## config.mk

```make
export PLATFORM = sky130hd
export DESIGN_NAME = pipe_recovery_ctrl
export DESIGN_NICKNAME = d
export VERILOG_FILES = /design/src/rtl/pipe_recovery_ctrl.sv
export SDC_FILE = /design/constraint.sdc
export NUM_CORES = 1
export LEC_CHECK = 0
export BUFFER_PORTS_ARGS = -buffer_cell sky130_fd_sc_hd__buf_2
export CAP_MARGIN = 20
export CORE_ASPECT_RATIO = 0.8
export CORE_MARGIN = 4
export CORE_UTILIZATION = 53
export CTS_CLUSTER_SIZE = 24
export DETAILED_ROUTE_END_ITERATION = 10
export PLACE_DENSITY = 0.8
export SLEW_MARGIN = 0
export SYNTH_ARGS = -nofsm -noshare
export SYNTH_HDL_FRONTEND = slang
export SYNTH_SLANG_ARGS = --single-unit
```

## constraint.sdc

```tcl
create_clock -name i_clk -period 2.3 [get_ports i_clk]
set_input_delay 0.46 -clock i_clk [delete_from_list [all_inputs] [get_ports i_clk]]
set_output_delay 0.46 -clock i_clk [all_outputs]
set_load 0.02 [all_outputs]
```

## src/rtl/pipe_recovery_ctrl.sv

```systemverilog
// Pipeline recovery controller: sequences PC redirect, IF/ID and ID/EX flushes
// across fetch back-pressure, and keeps saturating branch/mispredict counters.
module pipe_recovery_ctrl #(
  parameter int CNT_W = 16
) (
  input  logic             i_clk,
  input  logic             i_rst,
  input  logic             i_mispre,
  input  logic [1:0]       i_pc_src,
  input  logic             i_branch_E,
  input  logic             i_load_use,
  input  logic             i_imem_ready,
  output logic             o_pc_we,
  output logic             o_stall_D,
  output logic             o_flush_D,
  output logic             o_flush_E,
  output logic [1:0]       o_pc_src,
  output logic [1:0]       o_state,
  output logic [CNT_W-1:0] o_branch_cnt,
  output logic [CNT_W-1:0] o_mispre_cnt
);

  localparam logic [1:0] ST_RUN        = 2'd0;
  localparam logic [1:0] ST_WAIT_FETCH = 2'd1;
  localparam logic [1:0] ST_MASK       = 2'd2;
  localparam logic [1:0] SRC_PC4       = 2'd1;
  localparam logic [CNT_W-1:0] CNT_MAX = {CNT_W{1'b1}};
  localparam logic [CNT_W-1:0] CNT_ONE = {{(CNT_W-1){1'b0}}, 1'b1};

  logic [1:0]       state_q, state_d;
  logic [1:0]       src_q, src_d;
  logic [CNT_W-1:0] branch_cnt_q, branch_cnt_d;
  logic [CNT_W-1:0] mispre_cnt_q, mispre_cnt_d;
  logic             pc_we_s, stall_d_s, flush_d_s, flush_e_s;
  logic [1:0]       pc_src_s;
  logic             in_run_s;

  function automatic logic [CNT_W-1:0] sat_inc(input logic [CNT_W-1:0] v, input logic en);
    logic [CNT_W-1:0] r;
    if (en && (v != CNT_MAX)) begin
      r = v + CNT_ONE;
    end else begin
      r = v;
    end
    return r;
  endfunction

  assign in_run_s = (state_q == ST_RUN);

  // Next-state and combinational pipeline-control decode
  always_comb begin
    state_d   = state_q;
    src_d     = src_q;
    pc_we_s   = 1'b0;
    stall_d_s = 1'b0;
    flush_d_s = 1'b0;
    flush_e_s = 1'b0;
    pc_src_s  = i_pc_src;
    if (i_rst) begin
      pc_src_s = SRC_PC4;
    end else begin
      case (state_q)
        ST_RUN: begin
          if (i_mispre) begin
            // Redirect wins over load-use; the chosen source is kept for retries.
            flush_d_s = 1'b1;
            flush_e_s = 1'b1;
            pc_we_s   = i_imem_ready;
            src_d     = i_pc_src;
            state_d   = i_imem_ready ? ST_MASK : ST_WAIT_FETCH;
          end else begin
            pc_we_s   = i_imem_ready & ~i_load_use;
            stall_d_s = i_load_use;
            flush_e_s = i_load_use;
          end
        end
        ST_WAIT_FETCH: begin
          pc_src_s  = src_q;
          flush_d_s = 1'b1;
          flush_e_s = 1'b1;
          pc_we_s   = i_imem_ready;
          state_d   = i_imem_ready ? ST_MASK : ST_WAIT_FETCH;
        end
        ST_MASK: begin
          // E holds a bubble here, so mispredict and branch resolution are ignored.
          pc_we_s   = i_imem_ready & ~i_load_use;
          stall_d_s = i_load_use;
          flush_e_s = i_load_use;
          state_d   = ST_RUN;
        end
        default: begin
          state_d = ST_RUN;
        end
      endcase
    end
  end

  // Saturating performance counters, only live while in RUN
  always_comb begin
    branch_cnt_d = sat_inc(branch_cnt_q, in_run_s & i_branch_E);
    mispre_cnt_d = sat_inc(mispre_cnt_q, in_run_s & i_branch_E & i_mispre);
  end

  // State, latched redirect source and counter registers
  always_ff @(posedge i_clk) begin
    if (i_rst) begin
      state_q      <= ST_RUN;
      src_q        <= SRC_PC4;
      branch_cnt_q <= {CNT_W{1'b0}};
      mispre_cnt_q <= {CNT_W{1'b0}};
    end else begin
      state_q      <= state_d;
      src_q        <= src_d;
      branch_cnt_q <= branch_cnt_d;
      mispre_cnt_q <= mispre_cnt_d;
    end
  end

  assign o_pc_we      = pc_we_s;
  assign o_stall_D    = stall_d_s;
  assign o_flush_D    = flush_d_s;
  assign o_flush_E    = flush_e_s;
  assign o_pc_src     = pc_src_s;
  assign o_state      = state_q;
  assign o_branch_cnt = branch_cnt_q;
  assign o_mispre_cnt = mispre_cnt_q;

endmodule

```

==> results of run 1 <==
## through the flow
step	instances	area (um2)	worst slack, ns	power, mW
final	316	2310	0.243	1.31
after floorplan	221	1920	0.310	0.729
after global placement	308	2210	0.378	0.765
after CTS	316	2310	0.274	1.32
after detailed placement	308	2210	0.283	0.767
after global routing	316	2310	0.0301	1.36
## layer usage
layer  vias to the layer above  part of all wire (%)  GRT usage, %  routed length [um]
li1                        962                     -             -                   -
met1                       856                    51          33.7                2360
met2                        67                    40          30.4                1860
met3                        10                   7.2          4.98                 334
met4                         0                   1.7          9.73                  81
met5                         -                     0             0                   0
## layout make-up
cell class	instances	area share [%]
multi-input combinational	168	48.4
sequential	36	31.1
timing repair buffer	53	12.1
clock buffer	6	3.14
tap	42	2.27
clock inverter	2	1.51
inverter	9	1.46
## worst max-delay path: stages, from the launching register on
cell and delay [ns]:
dfxtp_1 0.46, ha_1 0.28, nand4_1 0.24, nor4_2 0.41, buf_4 0.23, nor3b_1 0.06
mux2_2 0.26
## cell families after synthesis
group	count (synthesis)	share of synthesized area, %
fa+ha+maj	2	1.30
mux	12	6.70
compound gates	53	18.7
flops	36	37.5
buf+inv	17	4.29
simple gates	101	31.6
## registers in the layout, indices dropped and copies added, names as in the netlist
signal        cells
o_state           2
src_q             2
o_mispre_cnt     16
o_branch_cnt     16
## worst min path at each step
stage / slack, ns / to / cells after the start
floorplan: 0.44 / src_q[0]$_SDFFE_PP1P_ / 2
global placement: 0.46 / src_q[0]$_SDFFE_PP1P_ / 2
detailed placement: 0.47 / src_q[0]$_SDFFE_PP1P_ / 2
CTS: 0.34 / o_state[0]$_SDFFE_PP0P_ / 2
global route: 0.35 / o_state[0]$_SDFFE_PP0P_ / 2
finish: 0.35 / o_state[0]$_SDFFE_PP0P_ / 2
## report_power, final
| group | internal (mW) | leakage (nW) | switching, mW |
|---|---|---|---|
| Combinational | 0.0419 | 0.610 | 0.0672 |
| Sequential | 0.633 | 0.291 | 0.0130 |
| Clock | 0.322 | 0.0552 | 0.230 |
## synthesized netlist by cell type (2+ instances only)
library cell / number / area share, %
nor4_1: 5 / 1.6
o31ai_1: 8 / 3.1
buf_1: 2 / 0.39
and2_1: 4 / 1.3
a31oi_1: 4 / 1.3
o211ai_1: 3 / 1.2
mux2_2: 4 / 2.3
mux2i_1: 5 / 2.6
or3_1: 2 / 0.65
inv_1: 9 / 1.8
nor3_1: 6 / 1.6
a21oi_1: 14 / 3.6
dfxtp_1: 36 / 37
and4_1: 5 / 2.3
nor2_1: 15 / 2.9
nor3b_1: 2 / 0.78
a211oi_1: 5 / 2.0
nand2_1: 18 / 3.5
and3_1: 5 / 1.6
ha_1: 2 / 1.3
nor2b_1: 7 / 2.3
or4_1: 8 / 3.1
o41ai_1: 4 / 1.8
o311ai_0: 3 / 1.4
nand3_1: 9 / 2.3
o21a_1: 2 / 0.78
mux2_1: 3 / 1.8
clkbuf_1: 3 / 0.59
o21ai_0: 5 / 1.3
buf_6: 2 / 1.2
nand4_1: 7 / 2.3
==> impl_metrics.env, run 1 <==
export IMPL_min_from="i_imem_ready"
export IMPL_worstSkewPairLatency_ns=0.29
export IMPL_die_h_um=61.9
export IMPL_area_growth_syn_to_layout_pct=20.4
export IMPL_grt_antenna_before_repair=0
export IMPL_layout_common_cells="buf_2 (47), dfxtp_1 (36), nand2_1 (18)"
export IMPL_synth_seq_area_share_pct=37.5
export IMPL_nets=283
export IMPL_post_drt_via_cell_ratio=6.00
export IMPL_wl_um=4640
export IMPL_rsz0062_at_grt="false"
export IMPL_dieArea_um2=4660
export IMPL_period_share_pct=89.4
export IMPL_grt_pass1_vias=1709
export IMPL_cts_buffers=5
export IMPL_synth_fp_nets=231
export IMPL_path_clk_slew_ns=0.07
export IMPL_worst_slew_margin_rel_pct=63.4
export IMPL_crit_path_end_kind="flop"
export IMPL_cts_hold_buf=0
export IMPL_endpoint="o_mispre_cnt[7]$_SDFFE_PP0P_"
export IMPL_start_util_pct=55.4
export IMPL_crit_fanout=9
export IMPL_reg2reg_depth=6
export IMPL_clock_skew_ns=0.00489
export IMPL_io_buffer_count=47
export IMPL_start_kind="flop"
export IMPL_grt_pass1_wl_um=7970
export IMPL_drive_gt1_share_pct=25.2
export IMPL_ys_seq_elements=36
export IMPL_fmax_ghz=0.486
export IMPL_fin_tns_setup_ns=0
export IMPL_syn_inst=221
export IMPL_ios=48
export IMPL_status="finished, final reports clean"
export IMPL_netlist_area_um2=1920
export IMPL_firstDrtPassIters=5
export IMPL_rows=19
export IMPL_dp_hpwl_um=3430
export IMPL_cts_tree="built"
export IMPL_grt_overflow=0
export IMPL_hp_class="input port to flop"
export IMPL_root_buffer="clkbuf_8"
export IMPL_register_area_um2=721
export IMPL_cts_setup_buffers=0
export IMPL_cellPowerDensity_nw_per_um2=564
export IMPL_final_fill_count=284
export IMPL_finalHoldViolations=0
export IMPL_cts_max_level=2
export IMPL_reg2reg_from="o_mispre_cnt[0]$_SDFFE_PP0P_"
export IMPL_crit_start="o_mispre_cnt[0]$_SDFFE_PP0P_"
export IMPL_period_minus_slack_ns=2.06
export IMPL_multi_input_area_um2=1120
export IMPL_ys_warn_count=0
export IMPL_cts_resized=0
export IMPL_first_iter_violations=155
export IMPL_drtAntennaViolNets=0
export IMPL_netlist_cell_type_count=45
export IMPL_report_final_setup_viol=0
export IMPL_tightest_slew_ns=0.544
export IMPL_drcViolationCount=0
export IMPL_async_flop_share_pct=0
export IMPL_core_um2=3470
export IMPL_final_core_util_pct=66.7
export IMPL_arrival_ns=2.24
export IMPL_cts_sinks=36
export IMPL_crit_required_ns=2.48
export IMPL_vias=1895
export IMPL_routedWlPerCell_um=14.7
export IMPL_synth_avg_cell_area_um2=8.70
export IMPL_gp_congestion=0.850
export IMPL_worstSetupPathType="flop to flop"
export IMPL_die_width_um=75.3
export IMPL_grt_max_degree=16
export IMPL_clock_path_buffers=2
export IMPL_fin_hold_ws_ns=0.353
export IMPL_antennaDiodeCount=0
export IMPL_synth_ff_type="dfxtp_1"
export IMPL_track_usage_pct=22.4
export IMPL_max_cap_violations=0
export IMPL_synth_edff_count=0
export IMPL_reg2reg_to="o_mispre_cnt[7]$_SDFFE_PP0P_"
export IMPL_peakVddDrop_mv=0.451
export IMPL_final_common_cell="buf_2"
export IMPL_slew_violations=0
export IMPL_rrSetupSlack_ns=0.24
export IMPL_p_leak_nw=0.956
(Power assumes the default switching activity.)
==> run 2: changes to the inputs <==
==> constraint.sdc (replaced) <==
create_clock -name i_clk -period 2.05 [get_ports i_clk]
set_input_delay 0.41 -clock i_clk [delete_from_list [all_inputs] [get_ports i_clk]]
set_output_delay 0.41 -clock i_clk [all_outputs]
set_load 0.02 [all_outputs]
==> run 2 against run 1 <==
Cell count increased by 0.63%; register-to-register slack better by 0.03 ns; hold slack worse by 0.047 ns; first-iteration DRC count grew 6.5%; critical path depth shrank 2; clock-buffer cell count grew 1; wire length is 1.8% higher; utilization is 0.32 points higher; flip-flop and latch count did not move.
==> impl_metrics.env, run 2 (synthesis gave the netlist of run 1 again) <==
export IMPL_worstSetupPathType="flop to output pin"
export IMPL_ios=48
export IMPL_path_clk_slew_ns=0.06
export IMPL_period_share_pct=89.7
export IMPL_slew_violations=0
export IMPL_met2_usage_pct=31.4
export IMPL_peakVddDrop_mv=0.380
export IMPL_rows=19
export IMPL_nets=286
export IMPL_io_buffer_count=47
export IMPL_vias=1905
export IMPL_final_common_cell="buf_2"
export IMPL_grt_pass1_wl_um=7720
export IMPL_report_final_setup_viol=0
export IMPL_dieArea_um2=4660
export IMPL_grt_use_met3_pct=4.82
export IMPL_max_cap_violations=0
export IMPL_antennaDiodeCount=0
export IMPL_rsz0062_at_grt="false"
export IMPL_arrival_ns=1.43
export IMPL_core_um2=3470
export IMPL_min_from="i_imem_ready"
export IMPL_cts_buffers=5
export IMPL_cts_max_level=2
export IMPL_wl_um=4720
export IMPL_start_kind="flop"
export IMPL_track_usage_pct=21.7
export IMPL_grt_overflow=0
export IMPL_fmax_ghz=0.544
export IMPL_clock_skew_ns=0.00729
export IMPL_status="finished, final reports clean"
export IMPL_clock_path_buffers=2
export IMPL_crit_fanout=10
export IMPL_period_minus_slack_ns=1.84
export IMPL_final_fill_count=295
export IMPL_layout_common_cells="buf_2 (47), dfxtp_1 (36), nand2_1 (18)"
export IMPL_dp_hpwl_um=3380
export IMPL_die_h_um=61.9
export IMPL_hp_class="input port to flop"
export IMPL_worstSkewPairLatency_ns=0.29
export IMPL_drive_gt1_share_pct=26.1
export IMPL_drtAntennaViolNets=0
export IMPL_start_util_pct=55.4
export IMPL_firstDrtPassIters=6
export IMPL_finalHoldViolations=0
export IMPL_cellPowerDensity_nw_per_um2=598
export IMPL_die_width_um=75.3
export IMPL_worst_slew_margin_rel_pct=70.3
export IMPL_grt_use_met1_pct=31.5
export IMPL_cts_sinks=36
export IMPL_crit_required_ns=1.64
export IMPL_cts_tree="built"
export IMPL_worst_path_max_delay_cell="dfxtp_1"
export IMPL_cpPeakStageDelay_ns=0.53
export IMPL_grt_max_degree=34
export IMPL_drcViolationCount=0
export IMPL_area_growth_syn_to_layout_pct=20.9
export IMPL_crit_path_cell_trace="o21ai_0, nand2b_1, inv_1, buf_2"
export IMPL_busiest_layer="met1"
export IMPL_setup_slack_ns=0.210
export IMPL_routedWlPerCell_um=14.9
export IMPL_fin_tns_setup_ns=0
export IMPL_post_drt_via_cell_ratio=5.99
export IMPL_grt_antenna_before_repair=0
export IMPL_crit_path_end_kind="output pin"
export IMPL_tightest_slew_ns=0.443
export IMPL_root_buffer="clkbuf_8"
export IMPL_cts_setup_buffers=0
export IMPL_dp_slack_ns=0.237
export IMPL_gp_congestion=0.849
export IMPL_cts_hold_buf=0
export IMPL_reg2reg_from="o_state[0]$_SDFFE_PP0P_"
export IMPL_grt_pass1_vias=1669
export IMPL_p_leak_nw=0.968
export IMPL_first_iter_violations=165
export IMPL_cts_resized=0
export IMPL_crit_start="o_state[0]$_SDFFE_PP0P_"
-- run 2: changes by cell type in the layout (fill, tap and decap cells not counted), sizes merged --
cell / change
buf: +3
bufinv: -1
clkbuf: +1
clkinv: -1
-- run 2: layer usage --
layer | wire [um] | share of wire [%]
met5 | 0 | 0
met3 | 350 | 7.4
met1 | 2360 | 50
met2 | 1950 | 41
met4 | 64 | 1.4
-- run 2: final timing paths --
kind	end	slack [ns]	depth (start not counted)
setup reg to reg	o_mispre_cnt[6]$_SDFFE_PP0P_	0.27	4
hold / removal	o_state[0]$_SDFFE_PP0P_	0.31	2
hold reg to reg	src_q[0]$_SDFFE_PP1P_	0.49	2
setup / recovery	o_flush_D	0.21	4
-- run 2: area by class of cell --
| type | count | area [um2] | share of cell area (%) |
|---|---|---|---|
| clock buffers | 7 | 96.3 | 4.14 |
| inverters | 9 | 33.8 | 1.45 |
| flip-flops and latches | 36 | 721 | 31.0 |
| well taps | 42 | 52.6 | 2.26 |
| repair buffers | 56 | 303 | 13.0 |
| multi-input cells | 168 | 1120 | 48.1 |
-- run 2: metrics by stage --
stage / utilization [%] / std cells / hold WS [ns] / power (mW) / cell area, um2
2_1_floorplan: - / 221 / 0.442 / 0.818 / 1920
3_5_place_dp: 64.2 / 311 / 0.463 / 0.861 / 2230
3_3_place_gp: 64.2 / 311 / 0.464 / 0.859 / 2230
6_report: 67.0 / 318 / 0.306 / 1.39 / 2330
5_1_grt: 67.0 / 318 / 0.298 / 1.44 / 2330
4_1_cts: 67.0 / 318 / 0.296 / 1.40 / 2330
-- run 2: critical path, delay by kind of cell (launching register included) --
| kind | cells | cell delay (ns) |
|---|---|---|
| simple gates | 1 | 0.19 |
| compound gates | 1 | 0.17 |
| buf+inv | 2 | 0.25 |
| flops | 1 | 0.53 |
-- run 2: power by group --
part / switching [mW] / internal [mW]
clock: 0.245 / 0.299
combinational: 0.0778 / 0.0475
sequential: 0.0115 / 0.710
total: 0.334 / 1.06
==> run 3: changes to the inputs <==
--- a/config.mk
+++ b/config.mk
@@ -12,6 +12,7 @@
 export CORE_UTILIZATION = 53
 export CTS_CLUSTER_SIZE = 24
 export DETAILED_ROUTE_END_ITERATION = 10
+export GPL_TIMING_DRIVEN = 0
 export PLACE_DENSITY = 0.8
 export SLEW_MARGIN = 0
 export SYNTH_ARGS = -nofsm -noshare
==> run 3 against run 2 <==
Fmax decreased by 5.6%; setup slack got worse by 0.11 ns; clock skew shrank 0.0012 ns; non-clock buffer count shrank 1; combinational power barely moved; design area shrank 0.11%; first-iteration DRC count up 15%; cell count stayed put.
==> impl_metrics.env, run 3 (synthesis gave the netlist of run 1 again) <==
export IMPL_post_drt_via_cell_ratio=6.12
export IMPL_multi_input_area_um2=1130
export IMPL_path_clk_slew_ns=0.07
export IMPL_grt_overflow=0
export IMPL_p_leak_nw=0.969
export IMPL_stdcell_area_um2=2320
export IMPL_final_fill_count=311
export IMPL_rows=19
export IMPL_final_common_cell="buf_2"
export IMPL_hp_class="input port to flop"
export IMPL_arrival_ns=2.12
export IMPL_crit_required_ns=2.22
export IMPL_cellPowerDensity_nw_per_um2=584
export IMPL_track_usage_pct=20.3
export IMPL_worstSetupPathType="flop to flop"
export IMPL_clock_path_buffers=2
export IMPL_layout_common_cells="buf_2 (48), dfxtp_1 (34), nand2_1 (18)"
export IMPL_io_buffer_count=46
export IMPL_firstDrtPassIters=4
export IMPL_core_um2=3470
export IMPL_instances_no_fill=318
export IMPL_ios=48
export IMPL_grt_antenna_before_repair=0
export IMPL_crit_fanout=7
export IMPL_area_growth_syn_to_layout_pct=20.8
export IMPL_tightest_slew_ns=0.577
export IMPL_gp_congestion=0.857
export IMPL_drcViolationCount=0
export IMPL_clockPowerShare_pct=37.5
export IMPL_cts_max_level=2
export IMPL_worst_slew_margin_rel_pct=61.2
export IMPL_wl_met1_um=2370
export IMPL_grt_pass1_vias=1542
export IMPL_status="finished, final reports clean"
export IMPL_cpPeakStageDelay_ns=0.53
export IMPL_start_util_pct=55.4
export IMPL_power_frac_seq_pct=53.3
export IMPL_topRoutingLayerUsed="met4"
export IMPL_fmax_ghz=0.513
export IMPL_nets=285
export IMPL_comb_power_share_pct=9.2
export IMPL_cts_buffers=5
export IMPL_crit_path_cell_trace="nand4_1, nor3_1, a21boi_0, mux2_2"
export IMPL_crit_path_end_kind="flop"
export IMPL_grt_pass1_wl_um=7320
export IMPL_antennaDiodeCount=0
export IMPL_dp_cells=309
export IMPL_cts_tree="built"
export IMPL_cts_sinks=36
export IMPL_p_sw_share_pct=24.1
export IMPL_routedWlPerCell_um=15.0
export IMPL_max_cap_violations=0
export IMPL_peakVddDrop_mv=0.516
export IMPL_start_kind="flop"
export IMPL_worstSkewPairLatency_ns=0.28
export IMPL_power_mw=1.36
export IMPL_drtAntennaViolNets=0
export IMPL_fin_hold_ws_ns=0.320
export IMPL_dieArea_um2=4660
export IMPL_worst_path_max_delay_cell="nor3_1"
export IMPL_period_share_pct=95.1
export IMPL_power_switching_mw=0.327
export IMPL_finalHoldViolations=0
export IMPL_register_area_um2=723
export IMPL_wl_met3_um=393
export IMPL_dpl_cell_area_um2=2210
export IMPL_root_buffer="clkbuf_8"
export IMPL_die_width_um=75.3
export IMPL_slew_violations=0
export IMPL_dp_hpwl_um=3430
export IMPL_rsz0062_at_grt="false"
export IMPL_clock_skew_ns=0.00613
export IMPL_first_iter_violations=189
export IMPL_die_h_um=61.9
export IMPL_report_final_setup_viol=0
export IMPL_period_minus_slack_ns=1.95
export IMPL_grt_max_degree=11
export IMPL_vias=1946
export IMPL_wl_um=4770
export IMPL_wl_met2_um=1980
export IMPL_internal_power_mw=1.03
export IMPL_drive_gt1_share_pct=26.4
run 3: cell types whose count changed in the layout (fill, tap and decap cells not counted):
| cell | previous run | this run |
|---|---|---|
| buf_4 | 9 | 2 |
| clkbuf_2 | 0 | 3 |
| buf_6 | 0 | 2 |
| clkbuf_1 | 0 | 2 |
| dfxtp_1 | 36 | 34 |
| dfxtp_2 | 0 | 2 |
| buf_2 | 47 | 48 |
| clkbuf_8 | 7 | 6 |
| ha_1 | 2 | 1 |
| ha_2 | 0 | 1 |
| nor4_2 | 1 | 0 |
| nor4_4 | 0 | 1 |
run 3: through the flow:
step | setup WS (ns) | util, % | setup TNS [ns]
2_1_floorplan | 0.0603 | - | 0
3_3_place_gp | -0.335 | 63.6 | -0.565
3_5_place_dp | -0.358 | 63.6 | -0.549
4_1_cts | 0.00224 | 66.5 | 0
5_1_grt | 0.00296 | 66.9 | 0
6_report | 0.100 | 66.9 | 0
run 3: metal layers:
metal  up-vias  global-route usage [%]
met2        91                    28.5
met1       893                    30.4
met3         4                    5.63
met5         -                       0
met4         0                    4.74
li1        958                       -
run 3: cell type report:
type | count | area share [%]
tap | 42 | 2.26
multi-input combinational | 168 | 48.7
clock buffer | 8 | 3.88
buffer | 8 | 2.37
sequential | 36 | 31.1
timing repair buffer | 47 | 10.2
inverter | 9 | 1.45
run 3: path summary, 6_finish.rpt:
path	from	cells past startpoint	end	slack, ns
min reg2reg	o_branch_cnt[1]$_SDFFE_PP0P_	2	o_branch_cnt[1]$_SDFFE_PP0P_	0.49
max	o_branch_cnt[13]$_SDFFE_PP0P_	4	o_branch_cnt[0]$_SDFFE_PP0P_	0.10
min	i_imem_ready	2	o_state[0]$_SDFFE_PP0P_	0.32
max reg2reg	o_branch_cnt[13]$_SDFFE_PP0P_	4	o_branch_cnt[0]$_SDFFE_PP0P_	0.10
run 3: power by group through the flow:
stage	Clock (mW)	Sequential [mW]	Combinational, mW
2_1_floorplan	0	0.746	0.0722
3_3_place_gp	0	0.738	0.121
3_5_place_dp	0	0.738	0.123
4_1_cts	0.523	0.722	0.124
5_1_grt	0.556	0.724	0.137
6_report	0.509	0.723	0.125
run 3: timing repair:
item / CTS / global route
pin swaps: 1 / 0
gates cloned: 0 / 0
gates resized for setup: 3 / 8
setup endpoints to repair: 7 / 7
hold buffers: 0 / 0
setup buffers: 1 / 0
hold endpoints to repair: 0 / 0
run 3: critical path: cells and delay by family, from the launching register on:
kind	cells	cell delay, ns
AND/OR/NAND/NOR	2	0.80
flip-flops	1	0.41
multiplexers	1	0.33
AO/OA/AOI/OAI	1	0.30
